`config.mk`:
```
export PLATFORM = sky130hd
export DESIGN_NAME = dispatch_ctrl
export DESIGN_NICKNAME = d
export VERILOG_FILES = /design/src/rtl/dispatch_ctrl_pkg.sv /design/src/rtl/dispatch_ctrl_sat_counter.sv /design/src/rtl/dispatch_ctrl.sv
export SDC_FILE = /design/constraint.sdc
export NUM_CORES = 1
export LEC_CHECK = 0
export CELL_PAD_IN_SITES_DETAIL_PLACEMENT = 1
export CELL_PAD_IN_SITES_GLOBAL_PLACEMENT = 1
export CORE_MARGIN = 10
export CORE_UTILIZATION = 30
export CTS_CLUSTER_SIZE = 24
export DETAILED_ROUTE_END_ITERATION = 8
export GPL_ROUTABILITY_DRIVEN = 0
export GPL_TIMING_DRIVEN = 0
export HOLD_SLACK_MARGIN = 0.06
export PLACE_DENSITY = 0.73
export SETUP_SLACK_MARGIN = 0.5
export SLEW_MARGIN = 10
export SYNTH_ARGS = -nofsm -noshare
export SYNTH_HDL_FRONTEND = slang
export SYNTH_HIERARCHICAL = 1
export SYNTH_SLANG_ARGS = --single-unit
export TNS_END_PERCENT = 10
```
`constraint.sdc`:
```
create_clock -name clk -period 5.05 [get_ports clk]
set_input_delay 0.7575 -clock clk [delete_from_list [all_inputs] [get_ports clk]]
set_output_delay 0.7575 -clock clk [all_outputs]
set_load 0.005 [all_outputs]
```
`src/rtl/dispatch_ctrl_pkg.sv`:
```
// Shared backend defines for the dispatch controller and the debug/perf logic
// that observes it.
package dispatch_ctrl_pkg;

  // Dispatch controller FSM; encoding 3 is unused and recovers to RUN.
  typedef enum logic [1:0] {
    RUN     = 2'd0,
    RECOVER = 2'd1,
    WALK    = 2'd2
  } DisCtrlState;

  // Drain counter holds FLUSH_CYCLES-1, and FLUSH_CYCLES is at most 15.
  localparam int DrainWidth     = 4;
  localparam int FullStallWidth = 16;

  // The full-stall counter saturates, so a long stall can never wrap back
  // below the timeout threshold.
  function automatic logic [FullStallWidth-1:0] satIncr(
    input logic [FullStallWidth-1:0] value
  );
    return (&value) ? value : value + FullStallWidth'(1);
  endfunction

endpackage

```
`src/rtl/dispatch_ctrl_sat_counter.sv`:
```
// Generic saturating up-counter: counts inc_i cycles and sticks at all-ones.
module sat_counter #(
  parameter int WIDTH = 32
) (
  input  logic             clk,
  input  logic             rst,
  input  logic             inc_i,
  output logic [WIDTH-1:0] count_o
);

  logic [WIDTH-1:0] count_q;
  logic [WIDTH-1:0] count_d;

  // Next count: step by one unless already saturated.
  always_comb begin
    count_d = count_q;
    if (inc_i && !(&count_q)) begin
      count_d = count_q + WIDTH'(1);
    end
  end

  // Count register with synchronous clear.
  always_ff @(posedge clk) begin
    if (rst) begin
      count_q <= '0;
    end else begin
      count_q <= count_d;
    end
  end

  assign count_o = count_q;

endmodule

```
`src/rtl/dispatch_ctrl.sv`:
```
// Dispatch controller: drives the global dispatch stall and sequences the
// redirect recovery (drain, then ROB walk). It also keeps stall statistics and
// a sticky deadlock flag for a queue-full stall that lasts too long.
module dispatch_ctrl
  import dispatch_ctrl_pkg::*;
#(
  parameter int FETCH_WIDTH  = 4,
  parameter int QUEUE_NUM    = 3,
  parameter int FLUSH_CYCLES = 2,
  parameter int TIMEOUT      = 1024
) (
  input  logic                   clk,
  input  logic                   rst,
  input  logic [FETCH_WIDTH-1:0] ren_valid,
  input  logic [QUEUE_NUM-1:0]   queue_full,
  input  logic                   redirect,
  input  logic                   walk_active,
  input  logic                   walk_done,
  output logic                   dis_full,
  output logic                   ren_ready,
  output logic [1:0]             state_o,
  output logic [31:0]            stall_cnt,
  output logic                   deadlock
);

  localparam logic [DrainWidth-1:0]     DrainLoad   = DrainWidth'(FLUSH_CYCLES - 1);
  localparam logic [FullStallWidth-1:0] TimeoutLast = FullStallWidth'(TIMEOUT - 1);

  DisCtrlState                state_q;
  DisCtrlState                state_d;
  logic [DrainWidth-1:0]      drainCnt_q;
  logic [DrainWidth-1:0]      drainCnt_d;
  logic [FullStallWidth-1:0]  fullStall_q;
  logic [FullStallWidth-1:0]  fullStall_d;
  logic                       deadlock_q;
  logic                       deadlock_d;
  logic                       anyValid;
  logic                       anyFull;
  logic                       fullStallCond;

  assign anyValid      = |ren_valid;
  assign anyFull       = |queue_full;
  assign fullStallCond = (state_q == RUN) && anyFull && anyValid;

  // Stall is same-cycle combinational. While rst is held the FSM is treated
  // as RUN, so an abandoned recovery does not keep dispatch blocked.
  always_comb begin
    dis_full = ((state_q != RUN) && !rst) || redirect || (anyFull && anyValid);
  end

  assign ren_ready = ~dis_full;
  assign state_o   = state_q;
  assign deadlock  = deadlock_q;

  // Next-state logic: redirect restarts the drain from any state and beats walk_done.
  always_comb begin
    state_d    = state_q;
    drainCnt_d = drainCnt_q;
    if (redirect) begin
      state_d    = RECOVER;
      drainCnt_d = DrainLoad;
    end else begin
      case (state_q)
        RUN: begin
          state_d = RUN;
        end
        RECOVER: begin
          if (drainCnt_q == '0) begin
            state_d = walk_active ? WALK : RUN;
          end else begin
            drainCnt_d = drainCnt_q - DrainWidth'(1);
          end
        end
        WALK: begin
          if (walk_done || !walk_active) begin
            state_d = RUN;
          end
        end
        default: begin
          state_d    = RUN;
          drainCnt_d = '0;
        end
      endcase
    end
  end

  // Full-stall timeout: the counter runs only while RUN is blocked by a full
  // queue with real ops waiting. Deadlock is sticky once the threshold is hit.
  always_comb begin
    fullStall_d = '0;
    deadlock_d  = deadlock_q;
    if (fullStallCond) begin
      fullStall_d = satIncr(fullStall_q);
      if (fullStall_q == TimeoutLast) begin
        deadlock_d = 1'b1;
      end
    end
  end

  // State registers with synchronous reset; reset wins over redirect.
  always_ff @(posedge clk) begin
    if (rst) begin
      state_q     <= RUN;
      drainCnt_q  <= '0;
      fullStall_q <= '0;
      deadlock_q  <= 1'b0;
    end else begin
      state_q     <= state_d;
      drainCnt_q  <= drainCnt_d;
      fullStall_q <= fullStall_d;
      deadlock_q  <= deadlock_d;
    end
  end

  sat_counter #(
    .WIDTH(32)
  ) u_stall_cnt (
    .clk    (clk),
    .rst    (rst),
    .inc_i  (dis_full & anyValid),
    .count_o(stall_cnt)
  );

endmodule

```
==> results.cfg, run 1 <==
[yosys]
post-synth-top-count-cell = dfxtp_1
muxShareOfSynthArea_pct = 0.347
syn_nets = 348
synth_top_cell_area_share_pct = 38.2
synthXorXnorAreaFrac_pct = 4.86
ys_ff_latch = 55
synthSimpleGateAreaFrac_pct = 30.7
seq_area_frac_synth_pct = 38.2
synth_area_leaders = dfxtp_1, or3_1, a21oi_1
synth_common_cells = dfxtp_1, a21oi_1, nor2_1, or3_1, nand2_1
ys.flop_type = dfxtp_1
synth_adder_area_share_pct = 1.30
synth_top_family_by_area = simple AND/OR/NAND/NOR gates
synth_compound_gate_area_share_pct = 20.1
synth_edf_count = 0
yosysTopAreaCell = dfxtp_1
syn_area_sq_um = 2880
yosys_warnings = 6
syn_inst = 333
synth-async-reset-ratio_pct = 0
syn_area_per_cell_sq_um = 8.66
yosysUniqueCellTypes = 56

[sta]
fin_skew_ps = 14.8
hold_violations = 0
tns_ps = 0
final-setup-viol-count = 0
slew-limit-headroom_pct = 55.5
post-route-period-util_pct = 65.5
rsz0062_at_grt = no
finalMaxSlewViolations = 0
fmax_mhz = 302
tightest_slew_ps = 665
fin_crit_ps = 3310

[global_routing]
grt_first_pass_wirelength_mm = 14.2
grt_max_degree = 19
antenna_found_initial = 0
grt_pass1_vias = 2870
grt_overflow = 0
gr-usage-all-layers_pct = 11.8

[route]
wl_met2_mm = 3.90
top_layer_used = met4
antenna_left = 0
dr_wl_met3_um = 357
routedWlPerCell_um = 15.8
drt-met1-wl_mm = 3.85
routed_wl_mm = 8.19
drt_iter0_drc = 125
viasPerCell = 5.28
drc = 0
first_pass_iters = 4
vias = 2733

[worst_setup_path]
reg2reg_to = u_stall_cnt/count_o[26]$_SDFFE_PP0P_
crit_required_ps = 4290
crit_path_max_fanout = 4
r2r_start = state_o[1]$_SDFFE_PP0P_
ff2ff_path_depth = 9
arrival_ps = 2550
cp-end-kind = primary output
r2r_slack_ps = 2360
critPathLaunchType = primary input
crit_type = primary input to primary output

[placement]
port_buffers = 48
placement.cell_area_sq_um = 3520
dpl.cell_count = 510
dp_hpwl_mm = 6.10

[clock_tree]
cts.repair.resized = 0
cts_buffers = 5
postCtsSetupBuffers = 0
cts_tree = yes
holdBufCountCts = 0
clk_latency_ps = 330
cts_root_buffer = clkbuf_8
clk_pin_slew_ps = 100
cts_max_level = 2
clk_path_buf_depth = 2
clock-sinks = 55

[pwr]
ir_drop_uv = 107
p_total_mw = 0.770
leakage_nw = 1.12
powerDensity_nw_per_um2 = 213

[final_layout]
regArea_sq_um = 1100
final_area_sq_um = 3620
drive_above_1_share_pct = 9.25
syn_to_final_growth_pct = 25.5
multi_input_comb_area_sq_um = 1650
final_cells = 518
final_util_pct = 39.0
diodes = 0
filler_cell_count = 1122
nets = 403

[outcome]
status = completed

[die]
io_pins = 49
rows = 35
initial_core_util_pct = 31.1
coreArea_sq_um = 9280
fp.dieW_um = 118
dieArea_sq_um = 13900
die_h_um = 118

[hold_path]
hp-class = flip-flop to flip-flop
hold_path_end = deadlock$_SDFFE_PP0P_
hp-start = deadlock$_SDFFE_PP0P_
hold_path_depth = 1

[job]
cap_violations = 0
placed cells by master (no fill, tap or decap), types with 2 or more instances in the layout:
cell,synthesis,routed
a311oi_1,2,2
and3_1,5,5
clkbuf_8,0,5
dfxtp_1,55,55
nand3_1,15,15
nand4_4,2,2
clkbuf_1,6,6
a31oi_1,5,5
xor2_1,6,6
nor3b_1,3,3
buf_2,6,6
or4_1,4,4
nor4b_2,2,2
a211oi_1,4,4
o21ai_0,14,14
inv_1,11,11
clkdlybuf4s50_1,0,48
o21ai_1,10,10
nand4_1,9,9
clkinv_4,0,2
xnor2_1,10,10
and2_1,3,3
o31ai_1,4,4
nor2_1,26,26
nor4_1,6,6
nand2_1,19,19
or3_1,26,26
and4_1,8,8
nor3_1,8,8
buf_6,3,3
ha_1,3,3
a21oi_1,31,31
sequential cells by signal (all words and copies together) (netlist names):
register             cells
u_stall_cnt/count_o     32
deadlock                 1
drainCnt_q               4
state_o                  2
fullStall_q             16
where the power goes:
group | switching, mW | internal (mW) | leakage [nW]
clock network | 0.160 | 0.0997 | 0.0443
registers | 0.00673 | 0.440 | 0.444
logic | 0.0322 | 0.0312 | 0.629
total | 0.199 | 0.571 | 1.12
per-layer routing:
metal | global-route usage [%] | vias up
met5 | 0 | -
met1 | 14.7 | 1322
met4 | 3.01 | 0
li1 | - | 1361
met2 | 19.6 | 40
met3 | 2.93 | 10
how the worst max path moves through the flow:
stage	from	depth (start not counted)	slack, ps	endpoint
CTS	ren_valid[1]	4	1730	ren_ready
finish	ren_valid[1]	4	1740	ren_ready
floorplan	ren_valid[1]	8	2390	u_stall_cnt/count_o[26]$_SDFFE_PP0P_
global route	ren_valid[1]	4	1560	ren_ready
global placement	rst	8	1510	u_stall_cnt/count_o[26]$_SDFFE_PP0P_
detailed placement	rst	8	1480	u_stall_cnt/count_o[26]$_SDFFE_PP0P_
cell families after synthesis:
kind of cell | count (synthesis)
buffers and inverters | 26
multiplexers | 1
AO/OA/AOI/OAI | 85
XOR/XNOR | 16
AND/OR/NAND/NOR | 147
flip-flops | 55
adder cells (fa/ha/maj) | 3
stage by stage:
step                      hold slack (ps)  setup WS [ps]
after detailed placement              464           1480
final                                 498           1740
after global routing                  529           1560
after global placement                454           1510
after floorplan                       449           2390
after CTS                             502           1730
critical path, cell delays in order:
cell and delay [ps]:
clkdlybuf4s50_1 400, nor4_1 560, o221a_2 320, clkdlybuf4s50_1 520
layout make-up:
class / instances / share of cell area (%)
multi-input combinational: 252 / 45.7
sequential: 55 / 30.4
timing repair buffer: 48 / 13.3
tap: 129 / 4.46
buffer: 15 / 2.39
clock buffer: 5 / 1.90
inverter: 11 / 1.14
clock inverter: 3 / 0.692
Power figures use the tool's default switching activity.
==> run 2: changes to the inputs <==
==> constraint.sdc (replaced) <==
create_clock -name clk -period 3.3 [get_ports clk]
set_input_delay 0.495 -clock clk [delete_from_list [all_inputs] [get_ports clk]]
set_output_delay 0.495 -clock clk [all_outputs]
set_load 0.005 [all_outputs]
==> results.cfg, run 2 (synthesis gave the netlist of run 1 again) <==
[clock_tree]
postCtsSetupBuffers = 0
clk_path_buf_depth = 2
cts_tree = yes
cts_max_level = 2
clock-sinks = 55
holdBufCountCts = 0
cts_root_buffer = clkbuf_8
clk_latency_ps = 330
clk_pin_slew_ps = 100
cts.repair.resized = 1
cts_buffers = 5

[global_routing]
grt_pass1_vias = 2873
antenna_found_initial = 0
grt_first_pass_wirelength_mm = 14.2
grt_util_met2_pct = 19.6
grt_max_degree = 19
met1_usage_pct = 14.7
gr-usage-all-layers_pct = 11.8
grt_overflow = 0
use_met3_pct = 2.93
grt.busiest_layer = met2

[worst_setup_path]
crit_type = primary input to flip-flop
cp-end-kind = flip-flop
critPathLaunchType = primary input
max_stage_delay_ps = 590
crit_slowest_cell = clkdlybuf4s50_1
crit_path_max_fanout = 11
crit_required_ps = 3490
cp_cell_sequence = clkdlybuf4s50_1 -> o221a_2 -> nor2_2 -> and4_4 -> nand4_4 -> a2111oi_4 -> xnor2_1 -> nor2_1
arrival_ps = 2930

[die]
dieArea_sq_um = 13900
die_h_um = 118
coreArea_sq_um = 9280
rows = 35
io_pins = 49
fp.dieW_um = 118
initial_core_util_pct = 31.1

[job]
cap_violations = 0

[sta]
finalMaxSlewViolations = 0
fin_ws_ps = 560
slew-limit-headroom_pct = 60.1
post-route-period-util_pct = 83.0
fin_skew_ps = 16.4
final-setup-viol-count = 0
fin_crit_ps = 2740
fmax_mhz = 365
rsz0062_at_grt = yes
hold_violations = 0
tightest_slew_ps = 598

[route]
first_pass_iters = 4
vias = 2743
drc = 0
drt_iter0_drc = 139
antenna_left = 0
viasPerCell = 5.30
routedWlPerCell_um = 15.8
routed_wl_mm = 8.19

[final_layout]
syn_to_final_growth_pct = 25.8
final_common_cell = dfxtp_1
final_cell_mix = dfxtp_1, clkdlybuf4s50_1, a21oi_1
largest_reg_flops = 32
filler_cell_count = 1122
drive_above_1_share_pct = 9.77
final_util_pct = 39.1
final_cells = 518
diodes = 0
nets = 403

[placement]
dp_hpwl_mm = 6.10
dpl.cell_count = 510
post-place-ws_ps = -11.4
port_buffers = 48

[pwr]
combPwrFrac_pct = 8.3
p_int_mw = 0.874
leakage_nw = 1.12
clockPowerShare_pct = 33.7
p_switching_mw = 0.305
swShare_pct = 25.9
powerDensity_nw_per_um2 = 325
ir_drop_uv = 164
p_seq_share_pct = 58.0

[outcome]
status = completed

[hold_path]
hp-class = flip-flop to flip-flop
-- run 2: area by class of cell --
cell class	instances	area, sq um	share of cell area (%)
multi-input combinational	252	1660	45.8
sequential	55	1100	30.4
timing repair buffer	48	480	13.2
tap	129	161	4.45
buffer	15	86.3	2.38
clock buffer	5	68.8	1.90
inverter	11	41.3	1.14
clock inverter	3	25.0	0.690
-- run 2: path summary, 6_finish.rpt --
path,slack [ps],endpoint,cells after the start,startpoint
hold reg to reg,500,deadlock$_SDFFE_PP0P_,1,deadlock$_SDFFE_PP0P_
setup / recovery,560,u_stall_cnt/count_o[26]$_SDFFE_PP0P_,8,rst
hold / removal,500,deadlock$_SDFFE_PP0P_,1,deadlock$_SDFFE_PP0P_
setup reg to reg,810,u_stall_cnt/count_o[26]$_SDFFE_PP0P_,9,state_o[1]$_SDFFE_PP0P_
-- run 2: per-layer routing --
layer / share of wire [%] / wire length, um
met5: 0 / 0
met4: 1.0 / 82
met3: 3.9 / 319
met2: 48 / 3920
met1: 47 / 3870
-- run 2: per-stage QoR --
stage | total power, mW | hold WS [ps] | setup TNS [ps] | instance area, sq um
4_1_cts | 1.19 | 502 | 0 | 3620
3_5_place_dp | 0.797 | 464 | -11.4 | 3520
2_1_floorplan | 0.749 | 449 | 0 | 2880
3_3_place_gp | 0.793 | 454 | 0 | 3520
5_1_grt | 1.23 | 529 | 0 | 3630
6_report | 1.18 | 498 | 0 | 3630
-- run 2: critical path: cells and delay by family --
kind	cells	cell delay, ps
AND/OR/NAND/NOR	4	940
AO/OA/AOI/OAI	2	730
buffers and inverters	1	590
XOR/XNOR	1	160
-- run 2: power by group through the flow --
stage,Clock [mW],Combinational (mW),Sequential (mW)
2_1_floorplan,0,0.0522,0.697
3_3_place_gp,0,0.0950,0.698
3_5_place_dp,0,0.0981,0.699
4_1_cts,0.412,0.0989,0.684
5_1_grt,0.432,0.109,0.686
6_report,0.398,0.0979,0.683
